==> config.mk <==
export PLATFORM = sky130hd
export DESIGN_NAME = tick_divider
export DESIGN_NICKNAME = d
export VERILOG_FILES = /design/src/rtl/tick_divider.sv
export SDC_FILE = /design/constraint.sdc
export NUM_CORES = 1
export LEC_CHECK = 0
export BUFFER_PORTS_ARGS = -buffer_cell sky130_fd_sc_hd__buf_2
export CAP_MARGIN = 20
export CORE_ASPECT_RATIO = 0.6
export CORE_MARGIN = 2
export CORE_UTILIZATION = 32
export DETAILED_ROUTE_END_ITERATION = 10
export MAX_ROUTING_LAYER = met4
export SETUP_SLACK_MARGIN = 0.05
export SLEW_MARGIN = 30
export SYNTH_ARGS = -nofsm -noshare
export SYNTH_HDL_FRONTEND = slang
export SYNTH_SLANG_ARGS = --single-unit
==> constraint.sdc <==
create_clock -name clk -period 3.2 [get_ports clk]
set_input_delay 0.32 -clock clk [delete_from_list [all_inputs] [get_ports clk]]
set_output_delay 0.32 -clock clk [all_outputs]
set_load 0.05 [all_outputs]
==> src/rtl/tick_divider.sv <==
// Runtime-loadable clock divider with tick, square wave and
// a chain of aligned decimal-style cascade tick stages.
module tick_divider #(
    parameter int CNT_W       = 27,
    parameter int DEFAULT_DIV = 1000000,
    parameter int NUM_CASC    = 2,
    parameter int CASC_RATIO  = 10,
    parameter int CASC_W      = 4
) (
    input  logic                clk,
    input  logic                reset,
    input  logic                en,
    input  logic                clr,
    input  logic                div_ld,
    input  logic [CNT_W-1:0]    div_in,
    output logic [CNT_W-1:0]    cnt_out,
    output logic                tick,
    output logic                clk_out,
    output logic [NUM_CASC-1:0] casc_tick
);

    localparam logic [CASC_W-1:0] LAST = CASC_W'(CASC_RATIO - 1);

    logic [CNT_W-1:0]    div_q;
    logic [CNT_W-1:0]    count_q;
    logic [CNT_W-1:0]    term_val;
    logic                term;
    logic                base_evt;
    logic [CASC_W-1:0]   casc_q [NUM_CASC];
    logic [CASC_W-1:0]   casc_d [NUM_CASC];
    logic [NUM_CASC-1:0] casc_wrap;

    // Divisors 0 and 1 both mean "tick every enabled cycle"
    always_comb begin
        term_val = '0;
        if (div_q > CNT_W'(1))
            term_val = div_q - CNT_W'(1);
    end

    assign term     = (count_q == term_val);
    assign base_evt = en && !clr && !div_ld && term;

    // Carry ripples through stages so every wrap lands in the same cycle
    always_comb begin : casc_next
        logic carry;
        carry = base_evt;
        for (int k = 0; k < NUM_CASC; k++) begin
            casc_d[k]    = casc_q[k];
            casc_wrap[k] = 1'b0;
            if (carry) begin
                if (casc_q[k] == LAST) begin
                    casc_d[k]    = '0;
                    casc_wrap[k] = 1'b1;
                end else begin
                    casc_d[k] = casc_q[k] + CASC_W'(1);
                end
            end
            carry = casc_wrap[k];
        end
    end

    always_ff @(posedge clk or negedge reset) begin
        if (!reset) begin
            div_q     <= CNT_W'(DEFAULT_DIV);
            count_q   <= '0;
            tick      <= 1'b0;
            clk_out   <= 1'b0;
            casc_tick <= '0;
            for (int k = 0; k < NUM_CASC; k++)
                casc_q[k] <= '0;
        end else if (clr) begin
            if (div_ld)
                div_q <= div_in;
            count_q   <= '0;
            tick      <= 1'b0;
            clk_out   <= 1'b0;
            casc_tick <= '0;
            for (int k = 0; k < NUM_CASC; k++)
                casc_q[k] <= '0;
        end else if (div_ld) begin
            div_q     <= div_in;
            count_q   <= '0;
            tick      <= 1'b0;
            casc_tick <= '0;
        end else if (en) begin
            if (term) begin
                count_q <= '0;
                tick    <= 1'b1;
                clk_out <= ~clk_out;
            end else begin
                count_q <= count_q + CNT_W'(1);
                tick    <= 1'b0;
            end
            casc_tick <= casc_wrap;
            for (int k = 0; k < NUM_CASC; k++)
                casc_q[k] <= casc_d[k];
        end else begin
            tick      <= 1'b0;
            casc_tick <= '0;
        end
    end

    assign cnt_out = count_q;

endmodule

==> metrics.md <==
| Metric | Value |
|---|---|
| Post-synth EDFFs | 0 |
| Slew @ Worst Pin | 953 ps |
| Req. time, crit path | 3430 ps |
| VDD IR max | 0.211 mV |
| CTS tree | built |
| Die Ht | 96.2 µm |
| DR WL/cell | 18.3 µm |
| WHS | 18.8 ps |
| Area share of fa/ha/maj cells after synthesis | 0.0193 |
| Leak pwr | 2.95 nW |
| Grt ovf | 0 |
| Violated checks | negative setup slack |
| Total track usage | 0.213 |
| Crit Path Class | flip-flop to flip-flop |
| Filler cells | 1297 |
| Seq/Total Area, Yosys | 0.366 |
| Initial DRC Count | approximately 450 |
| Clk_lat worst skew | approximately 340 ps |
| Die area | 15200 µm² |
| Root Driver | clkbuf_16 |
| Arr. time, crit path | 3570 ps |
| Setup WS pre-CTS | -224 ps |
| P per Cell Area | 355 nW/µm² |
| Largest family of logic cells by synthesized area | simple AND/OR/NAND/NOR gates |
| Status | finished, violations left |
| Synthesis-stage register bit count | 66 |
| Clk pin slew, worst setup/hold paths | 60 ps |
| Final ANT Viol Nets | 0 |
| Final WL | 15.2 mm |
| Crit path from | div_q[12] |
| Top-level I/O count | 63 |
| First-pass GRT wire length | 23.5 mm |
| Final Setup Violations | 23 |
| Synthesis-to-layout area growth | 39.4% |
| Register area | 1660 µm² |
| R2R cell count | 14 |
| DRC Markers | 0 |
| Xor/xnor share of the synthesized area | 0.0850 |
| RR Endpoint | cnt_out[17] |
| Worst setup EP type | flip-flop |
| Vias in the first global route | 4283 |
| GP Congestion | approximately 0.95 |
| Reg2reg setup slack | -150 ps |
| CTS buffer count | 9 |
| ANT cells | 0 |
| Synth Area in Compound Gates | 0.126 |
| # rows | 33 |
| Number of nets in the layout | 674 |
| Via count | 4527 |
| Synth Area in Simple Gates | 0.283 |
| Setup TNS | -1750 ps |
| Die W | approximately 160 µm |
| Mapped Area | 4530 µm² |
| Final Core Density | 0.459 |
| Syn Area/Cell | 9.17 µm² |
| FMAX | 299 MHz |
| Slew margin rel. | 0.362 |
| Clock buffer depth | 2 |
| Startpoint Class | flip-flop |
| Synthesized netlist cell count | 494 |
| Final hold viol count | 0 |
| Initial antenna violation count | 0 |
| Synth cell types | 66 |
| Syn Nets | around 530 |
| Final WS setup | -147 ps |
| Mux cell area share after synthesis | 0.0806 |
| Part of the cycle the worst path needs | 1.05 |
| Crit path time final | 3350 ps |
| Largest fanout on the critical path | 13 |
| RSZ-0062 raised after global routing | true |
| Layout cells sized above 1 | 0.424 |
| Reg-to-reg startpoint | div_q[12] |
| Initial Util | 0.330 |
| Asr flop ratio synth | 1.00 |
| Post-DP HPWL | about 11 mm |
| Synth Flop Type | dfrtp_1 |
| Max Cap Viol | 0 |
| Clk sinks | 66 |
| H-tree level count | 3 |
| Pins Over Slew Limit | 0 |
| Multi-input gate area | a little under 3000 µm² |
| Largest net degree at the start of global routing | 42 |
| Vias per inst | 5.45 |
| DR pass1 iterations | 5 |
| Worst min path class | input pin to async pin |
| Tot Pwr | 0.00224 W |
| Core area | 13700 µm² |
| IO Port Bufs | 62 |
| Setup Skew | between 8 and 9 ps |
| Synth warn | 0 |
[cell families (layout without fill, tap and decap cells)]
group	after synthesis	count (layout)
and+or+nand+nor	225	225
AOI/OAI and AO/OA	80	80
DFF	66	66
xor gates and xnor gates	39	39
muxes	33	33
adders and majority gates	7	7
buffers and inverters	44	189
[worst max-delay path: stages (launching register included)]
cell	delay [ps]
dfrtp_1	400
nor4_4	270
buf_4	200
buf_6	100
nand2_2	30
or4_4	410
a222oi_1	290
a21boi_2	220
o2111ai_2	140
nor4_2	340
buf_4	190
a21oi_4	60
buf_8	150
and3_4	170
a211o_1	260
[power breakdown]
| group | internal, W | leakage (nW) | switching (W) |
|---|---|---|---|
| clock | 0.000514 | 0.129 | 0.000363 |
| sequential | 0.000877 | 0.852 | 0.0000340 |
| combinational | 0.000221 | 1.97 | 0.000234 |
[worst max path at each step]
stage | to | slack [ps] | cells after the start
2_1_floorplan | casc_q[0] | -120 | 12
3_3_place_gp | cnt_out[25] | -220 | 12
3_5_place_dp | casc_q[1] | -220 | 14
4_1_cts | cnt_out[17] | -160 | 14
5_1_grt | cnt_out[17] | -320 | 14
6_report | cnt_out[17] | -150 | 14
[final cells by class]
type / count / area share
multi-input cells: 384 / 0.472
flip-flops and latches: 66 / 0.263
repair buffers: 161 / 0.179
well taps: 192 / 0.0380
clock buffers: 11 / 0.0368
inverters: 13 / 0.00772
clock inverters: 4 / 0.00317
[metrics by stage]
stage / area (µm²) / cells
2_1_floorplan: 4570 / 494
3_3_place_gp: 5650 / 804
3_5_place_dp: 5650 / 804
4_1_cts: 6180 / 828
5_1_grt: 6320 / 831
6_report: 6320 / 831
[what timing repair did]
| item | in CTS | in global routing |
|---|---|---|
| pin swaps | 12 | 8 |
| endpoints found under the setup margin | 36 | 39 |
| resized for setup | 51 | 24 |
| setup buffers | 9 | 5 |
| hold buffers | 0 | 0 |
| cloned | 1 | 0 |
[cells in the mapped netlist, types with 9 or more instances]
master | number | area share
a21oi_1 | 13 | 0.014
a22o_1 | 10 | 0.019
nand3_1 | 26 | 0.029
nor2_1 | 42 | 0.035
xnor2_1 | 23 | 0.044
nand4_1 | 16 | 0.022
dfrtp_1 | 59 | 0.33
a21o_1 | 11 | 0.018
xor2_1 | 13 | 0.025
and3_1 | 25 | 0.035
o21ai_0 | 14 | 0.015
nand2b_1 | 9 | 0.012
mux2_2 | 26 | 0.065
nor3_1 | 14 | 0.015
inv_1 | 13 | 0.011
clkbuf_1 | 20 | 0.017
nand2_1 | 38 | 0.031
[per-layer routing]
layer	up-vias	GRT usage	part of all wire
met5	-	-	0
met4	0	0.0462	0.011
met3	17	0.0419	0.080
met2	198	0.288	0.41
met1	2221	0.323	0.50
li1	2091	-	-
[placed cells by master (no fill, tap or decap), types with 7 or more instances in the layout]
master,count
clkbuf_16,9
xor2_1,13
buf_2,62
dfrtp_1,58
nand4_1,16
o21ai_0,11
a21o_1,11
xnor2_1,19
nand3_1,22
nand2b_1,9
nor3_1,11
and3_1,13
a22o_1,10
inv_1,11
and3_4,12
nor2_1,42
dfstp_2,7
a21oi_1,11
nand2_1,35
mux2_2,25
buf_6,15
buf_4,82
[registers in the layout (all words and copies together) (netlist names)]
register,flops
cnt_out,27
div_q,27
casc_q,8
casc_tick,2
clk_out,1
tick,1
Power figures use the tool's default switching activity.
